`src/rtl/inst_cache.sv`:
```
// Direct-mapped, one-word-per-line instruction cache sitting between the Fetcher and the memory controller.
// Optional hit/miss counters are compiled in when ICACHE_STATS_EN is defined.
module inst_cache #(
  parameter int INDEX_BITS = 6
) (
  input  logic        clk_in,
  input  logic        rst_in,
  input  logic        rdy_in,
  input  logic        clear_in,
  input  logic        fetch_valid_in,
  input  logic [31:0] fetch_pc_in,
  output logic        fetch_ready_out,
  output logic        inst_valid_out,
  output logic [31:0] inst_out,
  output logic [31:0] inst_pc_out,
  output logic        mem_req_out,
  output logic [31:0] mem_pc_out,
  input  logic        mem_inst_ready_in,
  input  logic [31:0] mem_inst_in
`ifdef ICACHE_STATS_EN
  ,
  output logic [31:0] hit_cnt_out,
  output logic [31:0] miss_cnt_out
`endif
);

  localparam int LINES    = 1 << INDEX_BITS;
  localparam int TAG_BITS = 30 - INDEX_BITS;

  typedef enum logic [1:0] {
    IDLE,
    MISS_WAIT,
    DRAIN
  } state_t;

  state_t state_q, state_d;

  logic [LINES-1:0]    valid_q;
  logic [TAG_BITS-1:0] tag_mem  [LINES];
  logic [31:0]         data_mem [LINES];

  logic        ready_q, ready_d;
  logic        inst_valid_q, inst_valid_d;
  logic [31:0] inst_q, inst_d;
  logic [31:0] inst_pc_q, inst_pc_d;
  logic        mem_req_q, mem_req_d;
  logic [31:0] mem_pc_q, mem_pc_d;

  logic [INDEX_BITS-1:0] fetch_idx, fill_idx;
  logic [TAG_BITS-1:0]   fetch_tag, fill_tag;
  logic                  lookup, hit, fill_en;

  assign fetch_idx = fetch_pc_in[INDEX_BITS+1:2];
  assign fetch_tag = fetch_pc_in[31:INDEX_BITS+2];
  // The pending miss address doubles as the latched pc for the refill.
  assign fill_idx  = mem_pc_q[INDEX_BITS+1:2];
  assign fill_tag  = mem_pc_q[31:INDEX_BITS+2];

  assign lookup = (state_q == IDLE) && fetch_valid_in && !clear_in;
  assign hit    = lookup && valid_q[fetch_idx] && (tag_mem[fetch_idx] == fetch_tag);

  // NOTE: every variable gets a default before the case so no latch is inferred.
  always_comb begin
    state_d      = state_q;
    inst_valid_d = 1'b0;
    inst_d       = inst_q;
    inst_pc_d    = inst_pc_q;
    mem_req_d    = mem_req_q;
    mem_pc_d     = mem_pc_q;
    fill_en      = 1'b0;
    unique case (state_q)
      IDLE: begin
        if (hit) begin
          inst_valid_d = 1'b1;
          inst_d       = data_mem[fetch_idx];
          inst_pc_d    = fetch_pc_in;
        end else if (lookup) begin
          mem_req_d = 1'b1;
          mem_pc_d  = {fetch_pc_in[31:2], 2'b00};
          state_d   = MISS_WAIT;
        end
      end
      MISS_WAIT: begin
        if (mem_inst_ready_in) begin
          fill_en   = 1'b1;
          mem_req_d = 1'b0;
          state_d   = IDLE;
          if (!clear_in) begin
            inst_valid_d = 1'b1;
            inst_d       = mem_inst_in;
            inst_pc_d    = mem_pc_q;
          end
        end else if (clear_in) begin
          state_d = DRAIN;
        end
      end
      DRAIN: begin
        // The memory controller cannot abort, so the word is still taken into the array.
        if (mem_inst_ready_in) begin
          fill_en   = 1'b1;
          mem_req_d = 1'b0;
          state_d   = IDLE;
        end
      end
      default: state_d = IDLE;
    endcase
    if (clear_in) inst_valid_d = 1'b0;
    ready_d = (state_d == IDLE);
  end

  // NOTE: sequential state uses non-blocking assignments so all registers update from the same pre-edge values.
  always_ff @(posedge clk_in or negedge rst_in) begin
    if (!rst_in) begin
      state_q      <= IDLE;
      valid_q      <= '0;
      ready_q      <= 1'b0;
      inst_valid_q <= 1'b0;
      inst_q       <= '0;
      inst_pc_q    <= '0;
      mem_req_q    <= 1'b0;
      mem_pc_q     <= '0;
    end else if (rdy_in) begin
      state_q      <= state_d;
      ready_q      <= ready_d;
      inst_valid_q <= inst_valid_d;
      inst_q       <= inst_d;
      inst_pc_q    <= inst_pc_d;
      mem_req_q    <= mem_req_d;
      mem_pc_q     <= mem_pc_d;
      if (fill_en) valid_q[fill_idx] <= 1'b1;
    end
  end

  // NOTE: tag/data arrays are not reset; the valid bits alone decide whether a line is usable.
  always_ff @(posedge clk_in) begin
    if (rdy_in && fill_en) begin
      tag_mem[fill_idx]  <= fill_tag;
      data_mem[fill_idx] <= mem_inst_in;
    end
  end

  assign fetch_ready_out = ready_q;
  assign inst_valid_out  = inst_valid_q;
  assign inst_out        = inst_q;
  assign inst_pc_out     = inst_pc_q;
  assign mem_req_out     = mem_req_q;
  assign mem_pc_out      = mem_pc_q;

`ifdef ICACHE_STATS_EN
  logic [31:0] hit_cnt_q, miss_cnt_q;

  always_ff @(posedge clk_in or negedge rst_in) begin
    if (!rst_in) begin
      hit_cnt_q  <= '0;
      miss_cnt_q <= '0;
    end else if (rdy_in && lookup) begin
      if (hit) hit_cnt_q  <= hit_cnt_q + 32'd1;
      else     miss_cnt_q <= miss_cnt_q + 32'd1;
    end
  end

  assign hit_cnt_out  = hit_cnt_q;
  assign miss_cnt_out = miss_cnt_q;
`endif

endmodule

```
`config.mk`:
```
export PLATFORM = sky130hd
export DESIGN_NAME = inst_cache
export DESIGN_NICKNAME = d
export VERILOG_FILES = /design/src/rtl/inst_cache.sv
export SDC_FILE = /design/constraint.sdc
export NUM_CORES = 2
export LEC_CHECK = 0
export BUFFER_PORTS_ARGS = -buffer_cell sky130_fd_sc_hd__buf_4
export CAP_MARGIN = 15
export CORE_MARGIN = 2
export CORE_UTILIZATION = 30
export DETAILED_ROUTE_END_ITERATION = 12
export PLACE_DENSITY_LB_ADDON = 0.12
export SETUP_SLACK_MARGIN = 0.1
export SLEW_MARGIN = 20
export SYNTH_ARGS = -nofsm -noshare
export SYNTH_HDL_FRONTEND = slang
export SYNTH_SLANG_ARGS = --single-unit
```
`constraint.sdc`:
```
create_clock -name clk_in -period 12.15 [get_ports clk_in]
set_input_delay 1.215 -clock clk_in [delete_from_list [all_inputs] [get_ports clk_in]]
set_output_delay 1.215 -clock clk_in [all_outputs]
set_load 0.05 [all_outputs]
```
# Yosys cells after proc, flatten, opt, wreduce, memory -nomap -nowiden
# Memory sizes are Yosys's and may differ from the RTL's.
# Index checks and enable logic that the tools add are counted.
# classes
magnitude_cmp,3
eq_ne,9
n_mux,29
n_bitwise,2
reduce_logical,16
# ops
op,count
$mux W32,6
$pmux W32 S2,2
$or A64 B64 Y64,1
$eq A24 B24 Y1,1
$lt A6 B7 Y1 const B,2
$mux W1,11
$mux W2,5
$ne A2 B2 Y1 const B,5
$reduce_and A5 Y1,2
$bmux W1 S6,1
$demux W1 S6,1
$ge A6 B1 Y1 const B,1
$logic_and A1 B1 Y1,6
$pmux W2 S3,1
$logic_not A2 Y1,2
$pmux W1 S2,2
$reduce_and A4 Y1,1
$reduce_bool A2 Y1,2
$eq A2 B1 Y1 const B,1
$eq A2 B2 Y1 const B,1
$ne A2 B1 Y1 const B,1
$reduce_and A2 Y1,1
$reduce_or A2 Y1,1
$logic_not A1 Y1,1
$not A1 Y1,1
# word_totals
reg_bits,163
ram_bits,3584
input_bits,70
out_inout_bits,99
word_cells,69
mem_count,2
# mem_list
memory,words,width,read_ports,rd_clocked_by_memory_dff,wr,line_no,text
data_mem,64,32,1,0,1,40,logic [31:0] data_mem [LINES];
tag_mem,64,24,1,0,1,39,logic [TAG_BITS-1:0] tag_mem [LINES];

# Logic depth before layout (Yosys ltp)
# depth
word_depth,8
depth_mapped,18
ltp_nobuf,11

# Worst setup path after synthesis
# No wires, ideal clock.
# synth_timing
path_kind,input -> register
start,in rdy_in
end,"mem data_mem[30][0], enable pin"
setup_ps,471
arrival_time_ps,4545
t_required_ps,11679
path_slack_ps,7133
stages,5
n_path_buf,1
cell_sequence,clkbuf_1 -> nand3_1 -> nor2_1 -> nand3_1 -> nor2_1
# synth_via
elab_chain_len,3
# synth_rtl
element,line_no,text
from (decl),8,"input logic rdy_in,"
$logic_and A1 B1 Y1,136,if (rdy_in && fill_en) begin
$mux W1,136,
$mux W1 (not written as such),138,data_mem[fill_idx] <= mem_inst_in;
to (decl),40,
# Every way passes these cells.

# Final worst setup path
# layout_timing
start,in fetch_pc_in[2]
end,"reg inst_q[21], in the netlist inst_out[21]"
# layout_via
elab_chain_len,6
elab_cells_between_ends,11
classes_between,2 x eq/ne; 4 x mux; 3 x reduce/logical; 2 x memory
# layout_rtl
element,line_no,text
from (decl),11,"input logic [31:0] fetch_pc_in,"
branches (longest 6 deep; another with $mem_v2 Z64 W24),-,
to (signal assigned),126,inst_q <= inst_d;
to (decl),44,"logic [31:0] inst_q, inst_d;"
# Several ways; the timed one is not identified. The select of a mux whose other input is x is not followed.
# A chain may end at the register's enable or synchronous reset.

==> summary.md <==
| Metric | Value |
|---|---|
| Status | `finished clean` |
| Post-synthesis average cell area | `23.0 um^2` |
| I/O pins | `169` |
| Worst-Skew Late Latency | `990 ps` |
| Row Count | `254` |
| Comb pwr share | `12.1%` |
| Most used cell, CP | `buf_4` |
| DR pass1 iterations | `5` |
| LEAKAGE | `53.2 nW` |
| Share of the synthesized area in the top cell type | `74.4%` |
| Commonest non-fill, non-tap cell in the layout | `edfxtp_1` |
| Critical path's largest stage delay | `930 ps` |
| Hold Vio Cnt, Final | `0` |
| Vias in the first global route | `73,000` |
| Number of clock sinks | `3,747` |
| Internal power | `0.0234 W` |
| Largest net degree at the start of global routing | `150` |
| Layout cell share with drive strength beyond 1 | `31.5%` |
| DRT iter0 DRCs | `8,108` |
| Worst ir drop on vdd | `136 uV` |
| Core area | `0.479 mm^2` |
| Max Cap Viol | `0` |
| Vias per cell | `5.26` |
| # fillers | `44,600` |
| CP Class | `input pin to flip-flop` |
| Synth Flop Type | `edfxtp_1` |
| CTS tree | `built` |
| Global Route Usage Sum | `20.0%` |
| Distinct cells, synth | `77` |
| Clk pwr share | `38.7%` |
| Worst-path clk slew | `60 ps` |
| Final setup TNS | `0 ps` |
| CTS H-tree depth | `5` |
| Die Wd | `698 um` |
| Slew @ Worst Pin | `1200 ps` |
| First-pass GRT wire length | `668,000 um` |
| Setup Viol. Count Final | `0` |
| Setup bufs post-CTS | `0` |
| Slowest-stage cell, CP | `a21oi_1` |
| Routability Congestion | `0.768` |
| Sequential share of the synthesized area | `77.3%` |
| WP data required | `13,000 ps` |
| Max-slew headroom | `20.0%` |
| Final non-filler cell total | `13,600` |
| # resized after CTS | `0` |
| Hold_buf cts | `0` |
| Root buf cell | `clkbuf_16` |
| Net Switching | `0.00830 W` |
| Critical Path AT | `8150 ps` |
| Worst hold path type | `input pin to asynchronous set/reset pin` |
| Die area | `0.488 mm^2` |
| Fin crit period | `7300 ps` |
| Cell family with most CP delay | `buffers and inverters` |
| Achievable Freq | `0.137 GHz` |
| CTS Buf Count | `419` |
| Fraction of registers with async set/reset | `4.35%` |
| WL/cell | `36.7 um` |
| CP endpoint kind | `flip-flop` |
| Most frequent cells in the layout | `edfxtp_1 (3,584), mux4_2 (956), clkbuf_16 (427), buf_4 (373), mux2i_1 (233)` |
| # DRC | `0` |
| Synth area leaders | `edfxtp_1 (74%), mux4_2 (15%), dfrtp_1 (2.8%), mux2i_1 (1.6%), mux2_2 (0.90%)` |
| Post-detail-place hpwl | `271,000 um` |
| Number of I/O port buffers | `166` |
| Buffers and inverters on the worst path | `4` |
| Post-DRT Antenna Nets | `0` |
| Final Instance Area | `0.168 mm^2` |
| Final Cycle Share | `60.1%` |
| Initial antenna violation count | `48` |
| Top cell type by total area after synthesis | `edfxtp_1` |
| Crit-path max FO | `82` |
| RSZ-0062 raised after global routing | `false` |
| DP Area | `0.155 mm^2` |
| Worst setup SP type | `input pin` |
| Critical Path, Cell by Cell | `buf_16 > buf_4 > buf_4 > mux4_2 > mux4_2 > nand2_1 > o21ai_0 > a21oi_1 > nor3_1 > nor4bb_1 > and4bb_1 > o211a_4 > buf_4 > mux2_1` |
| Sequential group share of total power | `49.2%` |
| Inst Count DP | `12,800` |
| Clock tree buffer depth | `4` |
| Worst Clk Skew | `60.4 ps` |
| Yosys warning total | `0` |
| Final slew viol count | `0` |
| Vias | `71,300` |
| Global route overflow | `0` |
| Mapped Area | `0.145 mm^2` |
| Final #Nets | `6,864` |
| Chip height | `698 um` |
| Switching share of power | `26.2%` |
| Routed WL | `497,000 um` |
| Yosys reg bits | `3,747` |
| Cell count after synthesis | `6,296` |
| EDFF count, synth | `3,584` |
| Pwr Density | `188 mW/mm^2` |
| Starting Density | `30.2%` |
| Syn-to-layout area delta | `16.1%` |
-- cell usage after synthesis (5+ instances only) --
| library cell | instances |
|---|---|
| nor2_1 | 111 |
| dfrtp_1 | 163 |
| o2111ai_1 | 5 |
| mux2_2 | 116 |
| buf_1 | 32 |
| and2_1 | 5 |
| nand2b_1 | 12 |
| edfxtp_1 | 3584 |
| buf_6 | 25 |
| nor4_1 | 8 |
| o22ai_1 | 51 |
| nand2_1 | 89 |
| mux4_2 | 956 |
| mux2_1 | 56 |
| o221ai_1 | 7 |
| inv_1 | 36 |
| nand3b_1 | 7 |
| a21oi_1 | 62 |
| mux2i_1 | 233 |
| buf_4 | 36 |
| nand3_1 | 69 |
| buf_2 | 134 |
| o211ai_1 | 12 |
| xnor2_1 | 19 |
| a211oi_1 | 12 |
| o21ai_0 | 12 |
| a22oi_1 | 86 |
| mux2_4 | 30 |
| a2111oi_0 | 6 |
| nand4_1 | 9 |
| a31oi_1 | 12 |
| xor2_1 | 7 |
| or2_2 | 66 |
| o21ai_1 | 10 |
| nor3_1 | 21 |
| nor2b_1 | 29 |
| clkbuf_1 | 101 |
| buf_12 | 5 |
-- through the flow --
stage	hold slack [ps]	util, %	setup WS (ps)	total power [W]
2_1_floorplan	434	-	7130	0.0179
5_1_grt	248	35.0	4430	0.0327
3_3_place_gp	445	32.2	3660	0.0197
6_report	228	35.0	4850	0.0317
4_1_cts	178	35.0	4830	0.0320
3_5_place_dp	448	32.3	3760	0.0198
-- cell families after synthesis --
logic type / Yosys count / share of synthesized area [%]
adders and majority gates: 4 / 0.0346
DFF: 3747 / 77.3
buffers and inverters: 372 / 1.36
muxes: 1393 / 18.2
xor gates and xnor gates: 26 / 0.157
AOI/OAI and AO/OA: 305 / 1.44
other: 1 / 0.00259
and+or+nand+nor: 448 / 1.56
-- routing by layer --
metal | track usage (%) | vias to the layer above | wire, um
met1 | 28.8 | 40500 | 222000
met3 | 2.65 | 534 | 27500
met4 | 4.06 | 4 | 10600
met2 | 32.6 | 2497 | 237000
met5 | 0 | - | 26
li1 | - | 27800 | -
-- path summary, 6_finish.rpt --
| kind | from | depth (start not counted) | slack [ps] | end |
|---|---|---|---|---|
| setup / recovery | fetch_pc_in[2] | 14 | 4850 | inst_out[21] |
| hold / removal | rst_in | 1 | 230 | inst_out[28] |
| setup reg to reg | state_q[1] | 8 | 6420 | tag_mem[46][15] |
| hold reg to reg | valid_q[46] | 1 | 460 | valid_q[46] |
| max in group asynchronous | rst_in | 2 | 10320 | mem_pc_out[27] |
| min in group clk_in | valid_q[46] | 1 | 460 | valid_q[46] |
-- sequential cells by signal (all words and copies together), names as in the netlist --
name,cells
state_q,2
tag_mem,1536
inst_valid_out,1
inst_out,32
fetch_ready_out,1
valid_q,64
inst_pc_out,32
mem_req_out,1
data_mem,2048
mem_pc_out,30
-- worst register-to-register path, delay by kind of cell, from the launching register on --
| kind | cells | cell delay, ps |
|---|---|---|
| adders and majority gates | 1 | 310 |
| buffers and inverters | 3 | 1740 |
| DFF | 1 | 430 |
| and+or+nand+nor | 4 | 2800 |
-- power groups by stage --
| stage | combinational [W] | clock (W) | sequential (W) |
|---|---|---|---|
| CTS | 0.00391 | 0.0125 | 0.0156 |
| floorplan | 0.00124 | 0 | 0.0167 |
| global route | 0.00405 | 0.0130 | 0.0156 |
| global placement | 0.00384 | 0 | 0.0158 |
| finish | 0.00384 | 0.0122 | 0.0156 |
| detailed placement | 0.00391 | 0 | 0.0159 |
-- cell type report --
cell class	instances	area, um^2	share of cell area (%)
clock buffers	570	11500	6.84
repair buffers	405	3450	2.05
inverters	39	154	0.0916
flip-flops and latches	3747	112000	66.5
multi-input cells	2178	31500	18.7
well taps	6400	8010	4.77
diodes	11	27.5	0.0164
clock inverters	207	1610	0.959
(Power assumes the default switching activity.)
